$ cat src/rtl/keypad_scanner.sv
// 4x4 matrix keypad scanner: column drive, row sync, debounce, key encode, valid/ack handoff.
// Optional auto-repeat while a key is held is enabled by defining KEYPAD_REPEAT_EN.
module keypad_scanner #(
    parameter int clk_freq    = 125_000_000,
    parameter int stable_time = 1000,
    parameter int scan_div    = 1000,
    parameter int repeat_time = 250_000
) (
    input  logic       clk,
    input  logic       rst_n,
    input  logic [3:0] row,
    output logic [3:0] col,
    output logic [3:0] key_code,
    output logic       key_valid,
    input  logic       key_ack,
    output logic       key_ovf,
    output logic       busy
);

    localparam longint CPU        = longint'(clk_freq / 1_000_000);
    localparam longint STABLE_CNT = CPU * longint'(stable_time);
    localparam int     SW = (STABLE_CNT > 2) ? $clog2(STABLE_CNT) : 1;
    localparam int     DW = (scan_div > 2) ? $clog2(scan_div) : 1;
    localparam logic [SW-1:0] STABLE_LAST = SW'(STABLE_CNT - 1);
    localparam logic [DW-1:0] SCAN_LAST   = DW'(scan_div - 1);

    typedef enum logic [1:0] {SCAN, DEBOUNCE, HELD, RELEASE} state_t;

    state_t        state_q, state_d;
    logic [3:0]    rs1_q, rs_q;
    logic [1:0]    col_idx_q, col_idx_d;
    logic [DW-1:0] scan_cnt_q, scan_cnt_d;
    logic [SW-1:0] cnt_q, cnt_d;
    logic [3:0]    pat_q, pat_d;
    logic [1:0]    ridx_q, ridx_d;
    logic [3:0]    key_code_q;
    logic          key_valid_q, key_ovf_q;
    logic          press, idle, commit, rep_fire;
    logic [1:0]    ridx;

    always_ff @(posedge clk or negedge rst_n) begin
        if (!rst_n) begin
            rs1_q <= 4'hF;
            rs_q  <= 4'hF;
        end else begin
            rs1_q <= row;
            rs_q  <= rs1_q;
        end
    end

    // Multi-row patterns are neither a press nor a release.
    always_comb begin
        press = 1'b1;
        ridx  = 2'd0;
        unique case (rs_q)
            4'b1110: ridx = 2'd0;
            4'b1101: ridx = 2'd1;
            4'b1011: ridx = 2'd2;
            4'b0111: ridx = 2'd3;
            default: press = 1'b0;
        endcase
    end

    assign idle = (rs_q == 4'b1111);

    always_ff @(posedge clk or negedge rst_n) begin
        if (!rst_n) begin
            state_q    <= SCAN;
            col_idx_q  <= 2'd0;
            scan_cnt_q <= '0;
            cnt_q      <= '0;
            pat_q      <= 4'hF;
            ridx_q     <= 2'd0;
        end else begin
            state_q    <= state_d;
            col_idx_q  <= col_idx_d;
            scan_cnt_q <= scan_cnt_d;
            cnt_q      <= cnt_d;
            pat_q      <= pat_d;
            ridx_q     <= ridx_d;
        end
    end

    always_comb begin
        state_d    = state_q;
        col_idx_d  = col_idx_q;
        scan_cnt_d = scan_cnt_q;
        cnt_d      = cnt_q;
        pat_d      = pat_q;
        ridx_d     = ridx_q;
        unique case (state_q)
            SCAN: begin
                if (scan_cnt_q == SCAN_LAST) begin
                    scan_cnt_d = '0;
                    if (press) begin
                        state_d = DEBOUNCE;
                        pat_d   = rs_q;
                        ridx_d  = ridx;
                        cnt_d   = '0;
                    end else begin
                        col_idx_d = col_idx_q + 2'd1;
                    end
                end else begin
                    scan_cnt_d = scan_cnt_q + DW'(1);
                end
            end
            DEBOUNCE: begin
                if (rs_q != pat_q) begin
                    state_d    = SCAN;
                    col_idx_d  = col_idx_q + 2'd1;
                    scan_cnt_d = '0;
                end else if (cnt_q == STABLE_LAST) begin
                    state_d = HELD;
                end else begin
                    cnt_d = cnt_q + SW'(1);
                end
            end
            HELD: begin
                if (idle) begin
                    state_d = RELEASE;
                    cnt_d   = '0;
                end
            end
            RELEASE: begin
                if (idle) begin
                    if (cnt_q == STABLE_LAST) begin
                        state_d    = SCAN;
                        col_idx_d  = col_idx_q + 2'd1;
                        scan_cnt_d = '0;
                    end else begin
                        cnt_d = cnt_q + SW'(1);
                    end
                end else if (press) begin
                    state_d = HELD;
                end else begin
                    cnt_d = '0;
                end
            end
            default: state_d = SCAN;
        endcase
    end

`ifdef KEYPAD_REPEAT_EN
    localparam longint REPEAT_CNT = CPU * longint'(repeat_time);
    localparam int     RW = (REPEAT_CNT > 2) ? $clog2(REPEAT_CNT) : 1;
    localparam logic [RW-1:0] REPEAT_LAST = RW'(REPEAT_CNT - 1);

    logic [RW-1:0] rep_cnt_q, rep_cnt_d;
    logic          stay_held;

    assign stay_held = (state_q == HELD) && (state_d == HELD);
    assign rep_fire  = stay_held && (rep_cnt_q == REPEAT_LAST);

    always_comb begin
        rep_cnt_d = '0;
        if (stay_held && !rep_fire)
            rep_cnt_d = rep_cnt_q + RW'(1);
    end

    always_ff @(posedge clk or negedge rst_n) begin
        if (!rst_n) rep_cnt_q <= '0;
        else        rep_cnt_q <= rep_cnt_d;
    end
`else
    assign rep_fire = 1'b0;
`endif

    always_comb begin
        col    = ~(4'b0001 << col_idx_q);
        busy   = (state_q != SCAN);
        commit = ((state_q == DEBOUNCE) && (rs_q == pat_q)
                  && (cnt_q == STABLE_LAST)) || rep_fire;
    end

    // A commit coinciding with an ack replaces the key instead of overflowing.
    always_ff @(posedge clk or negedge rst_n) begin
        if (!rst_n) begin
            key_code_q  <= 4'h0;
            key_valid_q <= 1'b0;
            key_ovf_q   <= 1'b0;
        end else begin
            key_ovf_q <= 1'b0;
            if (commit) begin
                if (!key_valid_q || key_ack) begin
                    key_code_q  <= {ridx_q, col_idx_q};
                    key_valid_q <= 1'b1;
                end else begin
                    key_ovf_q <= 1'b1;
                end
            end else if (key_ack) begin
                key_valid_q <= 1'b0;
            end
        end
    end

    assign key_code  = key_code_q;
    assign key_valid = key_valid_q;
    assign key_ovf   = key_ovf_q;

endmodule

$ cat config.mk
export PLATFORM = sky130hd
export DESIGN_NAME = keypad_scanner
export DESIGN_NICKNAME = d
export VERILOG_FILES = /design/src/rtl/keypad_scanner.sv
export SDC_FILE = /design/constraint.sdc
export NUM_CORES = 1
export LEC_CHECK = 0
export CAP_MARGIN = 20
export CORE_MARGIN = 5
export CORE_UTILIZATION = 47
export CTS_CLUSTER_SIZE = 28
export DETAILED_ROUTE_END_ITERATION = 7
export GPL_TIMING_DRIVEN = 0
export PLACE_DENSITY = 0.7
export SETUP_SLACK_MARGIN = 0.4
export SLEW_MARGIN = 20
export SYNTH_ARGS = -nofsm -noshare
export SYNTH_HDL_FRONTEND = slang
export SYNTH_SLANG_ARGS = --single-unit
$ cat constraint.sdc
create_clock -name clk -period 2.2 [get_ports clk]
set_input_delay 0.33 -clock clk [delete_from_list [all_inputs] [get_ports clk]]
set_output_delay 0.33 -clock clk [all_outputs]
set_load 0.02 [all_outputs]
==> flow_metrics.tcl <==
set metrics [dict create \
    crit_start "cnt_q[7]" \
    drv_cap 0 \
    drive_gt1_share_pct 37.8 \
    clk_latency_ns 0.31 \
    synth_top_area_share_pct 37.1 \
    critPathKind "reg -> reg" \
    clk_pin_slew_ns 0.10 \
    path_max_fanout 4 \
    grt_pass1_vias 2232 \
    worstSetupStartpointType "register" \
    die_x_microns 84.8 \
    p_per_area_mw_per_mm2 472 \
    cp_data_required_time_ns 2.45 \
    start_util_pct 48.1 \
    tritoncts "done" \
    nets 345 \
    first_pass_iters 4 \
    slew_headroom_pct 60.5 \
    synth.largest_area_cell "dfrtp_1" \
    drc_errors 0 \
    slew_viol_final 0 \
    rsz0062_at_grt "yes" \
    path_buf_inv 0 \
    crit_chain "nor4_4 -> nand3_2 -> o31ai_4 -> or3b_4 -> o21ai_2 -> a22o_1" \
    diodes 0 \
    finalSetupTns_ns 0 \
    routabilityCongestion 0.823 \
    synth_nets 285 \
    drt_iter0_markers 146 \
    fmax_mhz 480 \
    avgSynthCellArea_sq_um 9.67 \
    rr_worst_depth 6 \
    hold_path_class "in -> async" \
    yosysSeqAreaShare_pct 49.1 \
    cts-buffers-inserted 5 \
    leakage_nw 1.58 \
    cpMaxStageDelayCell "dfrtp_1" \
    h-tree-depth 2 \
    netlist_area_sq_mm 0.00263 \
    power_w 0.00171 \
    synth-seq-cells 51 \
    synthDistinctLibCells 48 \
    final_util_pct 66.1 \
    wl_per_cell_microns 16.0 \
    ir_drop_v 0.000366 \
    arrival_ns 2.33 \
    cts_root_buf "clkbuf_8" \
    grt.overflow.total 0 \
    dpl_worst_slack_ns -0.0994 \
    ys_warn_count 0 \
    core_sq_mm 0.00547 \
    ant_nets 0 \
    status "finished clean" \
    critPathTopFamily "simple AND/OR/NAND/NOR gates" \
    synthFlopType "dfrtp_1" \
    die_h_microns 84.8 \
    area_growth_pct 37.6 \
    dieArea_sq_mm 0.00719 \
    synthTopCellsByArea "dfrtp_1, dfstp_2, o21ai_0, nand2_1, nand3_1" \
    skew_ns 0.00932 \
    dp_hpwl_mm 3.74 \
    synth_edf_count 0 \
    rrSetupSlack_ns 0.12 \
    grt_pass1_wl_mm 10.6 \
    endpoint_kind "register" \
    reg2reg_from "cnt_q[7]" \
    drt_wl_total_mm 6.49 \
    via_per_inst 5.78 \
    grt_max_degree 29 \
    vias 2341 \
    fin_crit_sh_pct 94.6 \
    hold_viol_final 0 \
    max_stage_delay_ns 0.47 \
    finalSetupViolations 0 \
    cts_buffer_depth 2 \
    numClockSinks 51 \
    min_period_ns 2.08 \
    pin_count 18 \
    antenna_found_initial 0 \
    timing.rr.end "scan_cnt_q[7]" \
    synth-async-reset-ratio_pct 100 \
    fin_ws_ns 0.119 \
    synth_cells 272 \
    grt.total_usage_pct 18.0 \
    worstMarginPinSlew_ns 0.593 \
    placementRows 27 \
    portBuffers 17 \
    whs_ns 0.0158 \
]
==> placed cells by master (no fill, tap or decap), drive strengths merged, types with 3 or more instances in the layout <==
master         synthesis  routed
buf                    5      43
dfrtp                 39      39
o21ai                 37      37
nand2                 34      35
nand3                 19      19
nor2                  15      15
dfstp                 12      12
inv                   11      12
clkdlybuf4s50          0      11
clkbuf                 5      11
a31oi                 10      10
mux2                   8       8
and3                   7       7
ha                     6       6
o31ai                  6       6
nand4                  5       5
a21oi                  5       5
nor3                   5       5
nor4                   5       5
xor2                   5       5
dlygate4sd2            0       4
nand2b                 3       3
a21o                   3       3
o41ai                  3       3
==> registers in the layout, summed over array words and instances, names as in the netlist <==
| register | flops |
|---|---|
| cnt_q | 17 |
| scan_cnt_q | 10 |
| key_code | 4 |
| pat_q | 4 |
| rs1_q | 4 |
| rs_q | 4 |
| col_idx_q | 2 |
| ridx_q | 2 |
| state_q | 2 |
| key_ovf | 1 |
| key_valid | 1 |
==> area by class of cell <==
class	count	area [sq um]
tap	72	90.1
multi-input combinational	201	1520
timing repair buffer	52	462
clock inverter	1	6.26
inverter	11	41.3
fill	441	1850
sequential	51	1300
buffer	10	83.8
clock buffer	7	119
==> stage by stage <==
| step | instances | cell area, sq um |
|---|---|---|
| detailed placement | 362 | 2960 |
| floorplan | 272 | 2680 |
| global route | 405 | 3620 |
| global placement | 361 | 2940 |
| CTS | 388 | 3360 |
| finish | 405 | 3620 |
==> timing repair <==
action,4_1_cts,5_1_grt
pin swaps,28,15
hold buffers,0,0
resized for setup,68,43
buffers inserted,17,16
gates cloned,1,1
endpoints found under the setup margin,45,42
==> Yosys cell counts (6+ instances only) <==
library cell,n
a31oi_1,10
and3_1,7
dfrtp_1,39
dfstp_2,12
ha_1,6
inv_1,11
mux2_2,8
nand2_1,34
nand3_1,18
nor2_1,15
o21ai_0,36
==> power breakdown <==
group          total (W)  internal [W]  switching, W
registers       0.000953      0.000950    0.00000292
clock network   0.000680      0.000363      0.000317
logic          0.0000751     0.0000345     0.0000406
total            0.00171       0.00135      0.000360
==> per-layer routing <==
| metal | share of wire (%) | vias up | wire length (microns) | GRT usage, % |
|---|---|---|---|---|
| met5 | 0 | - | 0 | 0 |
| met4 | 0.54 | 0 | 35 | 5.32 |
| met3 | 5.6 | 2 | 364 | 4.08 |
| met2 | 52 | 81 | 3370 | 30.3 |
| met1 | 42 | 1150 | 2720 | 23.1 |
| li1 | - | 1108 | - | - |
==> how the worst max path moves through the flow <==
stage               slack, ns       endpoint  cells past startpoint
CTS                      0.09       cnt_q[3]                      8
detailed placement       -0.1      cnt_q[11]                      8
finish                   0.12  scan_cnt_q[7]                      6
global placement        -0.63       cnt_q[9]                      1
global route             0.07  scan_cnt_q[7]                      6
floorplan                0.24      cnt_q[11]                      8
==> cell families after synthesis <==
logic type / Yosys count / share of synthesized area [%]
simple gates: 104 / 20.4
xor+xnor: 7 / 2.33
mux: 9 / 3.80
buf+inv: 21 / 3.23
fa+ha+maj: 6 / 2.85
flops: 51 / 49.1
compound gates: 74 / 18.3
==> worst register-to-register path, cell delays in order, from the launching register on <==
cell and delay, ns:
dfrtp_1 0.47, nor4_4 0.36, nand3_2 0.18, o31ai_4 0.32, or3b_4 0.44, o21ai_2 0.13
a22o_1 0.14
Power figures use the tool's default switching activity.
